**config.mk**
```make
export PLATFORM = sky130hd
export DESIGN_NAME = mem_port_arbiter
export DESIGN_NICKNAME = d
export VERILOG_FILES = /design/src/rtl/mem_port_arbiter.sv
export SDC_FILE = /design/constraint.sdc
export NUM_CORES = 1
export LEC_CHECK = 0
export CAP_MARGIN = 20
export CORE_ASPECT_RATIO = 1.25
export CORE_MARGIN = 3
export CORE_UTILIZATION = 40
export CTS_BUF_LIST = sky130_fd_sc_hd__clkbuf_8
export CTS_CLUSTER_SIZE = 30
export DETAILED_ROUTE_END_ITERATION = 10
export DONT_BUFFER_PORTS = 1
export PLACE_DENSITY = 0.53
export SLEW_MARGIN = 20
export SYNTH_ARGS = -nofsm -noshare
export SYNTH_HDL_FRONTEND = slang
export SYNTH_SLANG_ARGS = --single-unit
```
**constraint.sdc**
```tcl
create_clock -name clk -period 2.7 [get_ports clk]
set_input_delay 0.27 -clock clk [delete_from_list [all_inputs] [get_ports clk]]
set_output_delay 0.27 -clock clk [all_outputs]
set_load 0.02 [all_outputs]
```
**src/rtl/mem_port_arbiter.sv**
```systemverilog
// Arbitrates the shared data-memory port between instruction fetch and load/store.
// Optional busy-timeout abort is compiled in with `define MEM_ARB_TIMEOUT_EN.
module mem_port_arbiter #(
   parameter int LS_PRIORITY    = 1,
   parameter int TIMEOUT_CYCLES = 255
) (
   input  logic        clk,
   input  logic        rst_n,
   input  logic        if_req,
   input  logic [31:0] if_addr,
   output logic        if_gnt,
   output logic        if_rvalid,
   output logic [31:0] if_rdata,
   input  logic        ls_req,
   input  logic        ls_we,
   input  logic [31:0] ls_addr,
   input  logic [31:0] ls_wdata,
   input  logic [3:0]  ls_rmask,
   input  logic [3:0]  ls_wmask,
   output logic        ls_gnt,
   output logic        ls_rvalid,
   output logic [31:0] ls_rdata,
   output logic        mem_req,
   output logic        mem_we,
   output logic [31:0] mem_addr,
   output logic [31:0] mem_wdata,
   output logic [3:0]  mem_mask,
   input  logic        mem_ack,
   input  logic [31:0] mem_rdata,
   output logic        busy,
   output logic        owner,
   output logic        timeout_err
);

   typedef enum logic [1:0] {IDLE, BUSY, DONE} state_t;

   state_t      state;
   logic [31:0] rdata_q;
   logic        any_req;
   logic        pick_ls;

   if (TIMEOUT_CYCLES < 1 || TIMEOUT_CYCLES > 255) begin : g_bad_timeout
      $error("TIMEOUT_CYCLES must be in 1..255");
   end

   // On a tie, owner doubles as the round-robin pointer: the last owner loses.
   always_comb begin
      any_req = if_req | ls_req;
      if (if_req && ls_req) pick_ls = (LS_PRIORITY != 0) ? 1'b1 : ~owner;
      else                  pick_ls = ls_req;
   end

   assign if_gnt    = rst_n && (state == IDLE) && if_req && !pick_ls;
   assign ls_gnt    = rst_n && (state == IDLE) && pick_ls;
   assign busy      = (state != IDLE);
   assign mem_req   = (state == BUSY);
   assign if_rvalid = (state == DONE) && !owner;
   assign ls_rvalid = (state == DONE) && owner;
   assign if_rdata  = rdata_q;
   assign ls_rdata  = rdata_q;

`ifdef MEM_ARB_TIMEOUT_EN
   localparam logic [7:0] TMO_LAST = 8'(TIMEOUT_CYCLES - 1);
   logic [7:0] tmo_cnt;
   logic       err_q;
   assign timeout_err = err_q;
`else
   assign timeout_err = 1'b0;
`endif

   always_ff @(posedge clk or negedge rst_n) begin
      if (!rst_n) begin
         state     <= IDLE;
         owner     <= 1'b0;
         mem_we    <= 1'b0;
         mem_addr  <= 32'h0;
         mem_wdata <= 32'h0;
         mem_mask  <= 4'h0;
         rdata_q   <= 32'h0;
`ifdef MEM_ARB_TIMEOUT_EN
         tmo_cnt   <= 8'h0;
         err_q     <= 1'b0;
`endif
      end else begin
         case (state)
            IDLE: begin
               if (any_req) begin
                  state <= BUSY;
                  owner <= pick_ls;
                  if (pick_ls) begin
                     mem_we    <= ls_we;
                     mem_addr  <= ls_addr;
                     mem_wdata <= ls_wdata;
                     mem_mask  <= ls_we ? ls_wmask : ls_rmask;
                  end else begin
                     mem_we    <= 1'b0;
                     mem_addr  <= if_addr;
                     mem_wdata <= 32'h0;
                     mem_mask  <= 4'hF;
                  end
`ifdef MEM_ARB_TIMEOUT_EN
                  tmo_cnt <= 8'h0;
`endif
               end
            end
            // An ack on the limit cycle takes precedence over the timeout.
            BUSY: begin
               if (mem_ack) begin
                  rdata_q <= mem_we ? 32'h0 : mem_rdata;
                  state   <= DONE;
               end
`ifdef MEM_ARB_TIMEOUT_EN
               else if (tmo_cnt == TMO_LAST) begin
                  rdata_q <= 32'h0;
                  err_q   <= 1'b1;
                  state   <= DONE;
               end else begin
                  tmo_cnt <= tmo_cnt + 8'd1;
               end
`endif
            end
            DONE:    state <= IDLE;
            default: state <= IDLE;
         endcase
      end
   end

endmodule

```
==> PnR_summary.wiki <==
{| class="wikitable"
! Metric !! Value
|-
| Average wire length per cell after detail routing || 22.19 µm
|-
| Share of the synthesized netlist area taken by xor and xnor gates || 0%
|-
| Routed vias/inst || 5.315
|-
| Die extent in x || 104.0 µm
|-
| Most common flop cell mapped by yosys || dfrtp_1
|-
| Share of flip-flops with an asynchronous set or reset || 100.0%
|-
| Cell class contributing the biggest share of worst-path delay || flip-flops
|-
| Number of placed I/O pins || 283
|-
| Type of the worst setup path || flop to flop
|-
| Post-synthesis compound-gate area fraction || between 10% and 20%
|-
| Initial antenna violation count || 1
|-
| Clock tree from TritonCTS || yes
|-
| Synth warnings || 0
|-
| Leakage power summed over all cells || roughly 2.2 nW
|-
| Setup Slack @ Placement || 851.9 ps
|-
| Area fraction in and, or, nand and nor cells after synthesis || 8.001%
|-
| Area grow syn2layout || 1.538%
|-
| Max Cap Viol || 0
|-
| Number of design rule violations left after detail routing || 0
|-
| Deepest clock path buffer count || 2
|-
| CTS buffer count || 9
|-
| Detailed-router iteration count before antenna repair || 4
|-
| Overall via count from detail_route || 2684
|-
| Part of the power in combinational logic || between 20% and 30%
|-
| Clk_skew || 11.84 ps
|-
| Total routing usage reported by global routing || 16.04%
|-
| Library cell with the largest summed area after synthesis || dfrtp_1
|-
| CP Buf/Inv Count || 1
|-
| Setup slack after layout || 842.8 ps
|-
| Post-Layout Inst Area || 4875 µm²
|-
| Kind of end point of the critical path || flop
|-
| Die outline height || 128.5 µm
|-
| Total core area || 11670 µm²
|-
| VDD IR-drop max || 487.6 µV
|-
| Fraction of the mapped netlist area in adder cells || 0%
|-
| EDFF count, synth || 0
|-
| Iteration-0 DRC Markers || 176
|-
| Slowest cell on crit path || dfrtp_1
|-
| Critical-path cell list || nor2_4 > o21a_2 > buf_12 > mux2_2
|-
| Antenna Nets Post-Route || 0
|-
| Clock network latency to the later pin of the worst-skew pair || 360 ps
|-
| Detail Placement HPWL || 7932 µm
|-
| RSZ-0062 raised after global routing || false
|-
| Fraction of layout cells with a size suffix above 1 || 24.42%
|-
| Hold Fails Final Rpt || 0
|-
| N_diodes || 0
|-
| Multiplexer share of the synthesized area || 17.88%
|-
| Post-detailed-placement cell area || roughly 4600 µm²
|-
| Total Wirelength || ~11000 µm
|-
| Net count after synthesis || 523
|-
| Row count || 44
|-
| Switching share of power || 47.11%
|-
| Time the final worst path needs with I/O delays and setup || 1857 ps
|-
| Maximum net fanout on the critical path || 24
|-
| Clock tree root driver cell || clkbuf_8
|-
| Power density cells || 1439 nW/µm²
|-
| Fin crit share || 68.78%
|-
| Post-CTS resize count || 0
|-
| Total count of max-transition violations in the final report || 0
|-
| Critical path startpoint category || flop
|-
| Inst Count DP || 487
|-
| Share of total power in the clock network || 13.9%
|-
| RePlAce Congestion || between 0.7 and 0.8
|-
| Yosys reg bits || 104
|-
| Layout Nets || 482
|-
| Number of non-filler instances in the completed layout || 505
|-
| Number of H-tree branching levels || 3
|-
| Clock transition at path regs || 110 ps
|-
| Dominant combinational cell family by area after synthesis || multiplexers
|-
| Slew margin rel. || 33.65%
|-
| Share of power burned in registers || between 60% and 70%
|-
| Worst Path Required || 2940 ps
|-
| Sw Pwr || 0.003305 W
|-
| Number of unique standard cell types used by synthesis || 30
|-
| Synth top area share || between 50% and 60%
|-
| Internal power component || 0.003710 W
|-
| Overflow left after global routing || 0
|-
| Number of setup violations in the final report || 0
|-
| Final standard cell utilization of the core || approximately two fifths
|-
| Worst min-delay path category || input port to flop
|-
| Port Buffers || 0
|-
| Biggest area contributors in the synthesized netlist || dfrtp_1 54%, mux2_2 8.4%, mux2_4 8.1%, a22o_1 6.0%, buf_4 5.2%
|-
| Number of global-route vias before repair || 2856
|-
| Starting density of the core || 41.13%
|-
| Clock sinks || 104
|-
| Maximum operating frequency || 538.5 MHz
|-
| First-pass GRT wire length || 16700 µm
|-
| Post-synthesis instance area || 4801 µm²
|-
| Tightest Pin Transition || around 1000 ps
|-
| Synthesized area per cell || 12.60 µm²
|-
| Number of instances in the synthesized netlist || roughly 380
|-
| Run status || finished clean
|-
| Total Negative Setup Slacks || 0 ps
|-
| Overall die area || 13360 µm²
|-
| Data arrival time of the worst path || 2100 ps
|-
| Largest net degree at the start of global routing || between 100 and 150
|-
| Critical Path Max Stage Delay || between 400 and 500 ps
|-
| Sequential area share after synthesis || 54.21%
|}
==> power by group through the flow <==
stage / logic (W) / clock network [W] / registers [W]
3_5_place_dp: 0.00165 / 0 / 0.00441
5_1_grt: 0.00184 / 0.00107 / 0.00449
6_report: 0.00166 / 0.000974 / 0.00438
2_1_floorplan: 0.00220 / 0 / 0.00377
4_1_cts: 0.00168 / 0.00101 / 0.00440
3_3_place_gp: 0.00158 / 0 / 0.00442
==> final cells by class <==
type                            count  area (µm²)
Tap cell                          161       201.4
Clock buffer                       10       137.6
Inverter                            3       11.26
Multi-Input combinational cell    215        1760
Timing Repair Buffer                7       102.6
Sequential cell                   104        2603
Fill cell                        1131        6797
Clock inverter                      5       58.81
==> per-stage QoR <==
| stage | power, W | hold slack (ps) |
|---|---|---|
| 5_1_grt | 0.007404 | 9.524 |
| 3_5_place_dp | 0.006065 | -22.98 |
| 2_1_floorplan | 0.005972 | -25.59 |
| 3_3_place_gp | 0.006000 | -23.12 |
| 4_1_cts | 0.007094 | 15.49 |
| 6_report | 0.007015 | 36.93 |
==> path summary, 6_finish.rpt <==
kind,from,cells past startpoint,slack [ps],end
max,state[0]$_DFFE_PN0P_,4,840,mem_addr[3]$_DFFE_PN0P_
min,ls_wdata[20],1,40,mem_wdata[20]$_DFFE_PN0P_
max reg2reg,state[0]$_DFFE_PN0P_,4,840,mem_addr[3]$_DFFE_PN0P_
min reg2reg,state[0]$_DFFE_PN0P_,2,650,state[1]$_DFFE_PN0P_
max in group asynchronous,rst_n,2,1770,mem_addr[3]$_DFFE_PN0P_
min in group asynchronous,rst_n,2,560,if_rdata[1]$_DFFE_PN0P_
==> flip-flops by register name, indices dropped and copies added, names as in the netlist <==
signal and flops:
owner 1, mem_addr 32, if_rdata 32, mem_we 1
state 2, mem_wdata 32, mem_mask 4
==> synth_stat cells (3+ instances only) <==
| library cell | number |
|---|---|
| o21ai_0 | 33 |
| buf_2 | 12 |
| dfrtp_1 | 104 |
| mux2_2 | 36 |
| a2bb2oi_1 | 4 |
| nand2_1 | 32 |
| buf_6 | 6 |
| clkbuf_1 | 5 |
| buf_4 | 33 |
| mux2_4 | 26 |
| inv_1 | 3 |
| mux2i_1 | 4 |
| a22o_1 | 33 |
| nand2b_1 | 32 |
==> repair_timing <==
item | CTS | global route
hold buffers | 3 | 0
endpoints found under the hold margin | 105 | 0
buffers inserted | 0 | 0
==> layout by cell type, fill, tap and decap left out <==
cell type / count
conb_1: 1
nand3_1: 1
and2_1: 1
clkinv_4: 2
inv_1: 4
bufinv_16: 1
a2bb2oi_1: 4
o21ai_0: 33
nand2b_1: 32
buf_12: 2
a22o_1: 33
nor3b_1: 1
mux2_4: 26
and3_1: 1
nor2_1: 1
mux2i_1: 4
clkinvlp_4: 1
mux2_2: 36
nand2_1: 32
dlygate4sd3_1: 2
buf_16: 1
buf_4: 2
or2b_1: 1
dfrtp_1: 104
mux2_1: 2
clkbuf_8: 10
nor2_4: 1
o21a_2: 1
o21ai_2: 1
a21o_1: 1
nand3b_1: 1
and3b_1: 1
==> per-layer routing <==
| metal | routed length, µm | track usage, % | part of all wire [%] | vias up |
|---|---|---|---|---|
| li1 | - | - | - | 1188 |
| met1 | 4524 | 20.00 | 40 | 1301 |
| met2 | 5452 | 25.37 | 49 | 179 |
| met3 | 1059 | 6.473 | 9.5 | 14 |
| met4 | 151 | 5.869 | 1.3 | 2 |
| met5 | 17 | 0 | 0.15 | - |
==> logic make-up after synthesis <==
kind of cell           Yosys count
multiplexers                    68
AND/OR/NAND/NOR                 73
flip-flops                     104
AO/OA/AOI/OAI                   73
buffers and inverters           62
other                            1
Note: power is estimated with default switching activity, not from simulation.
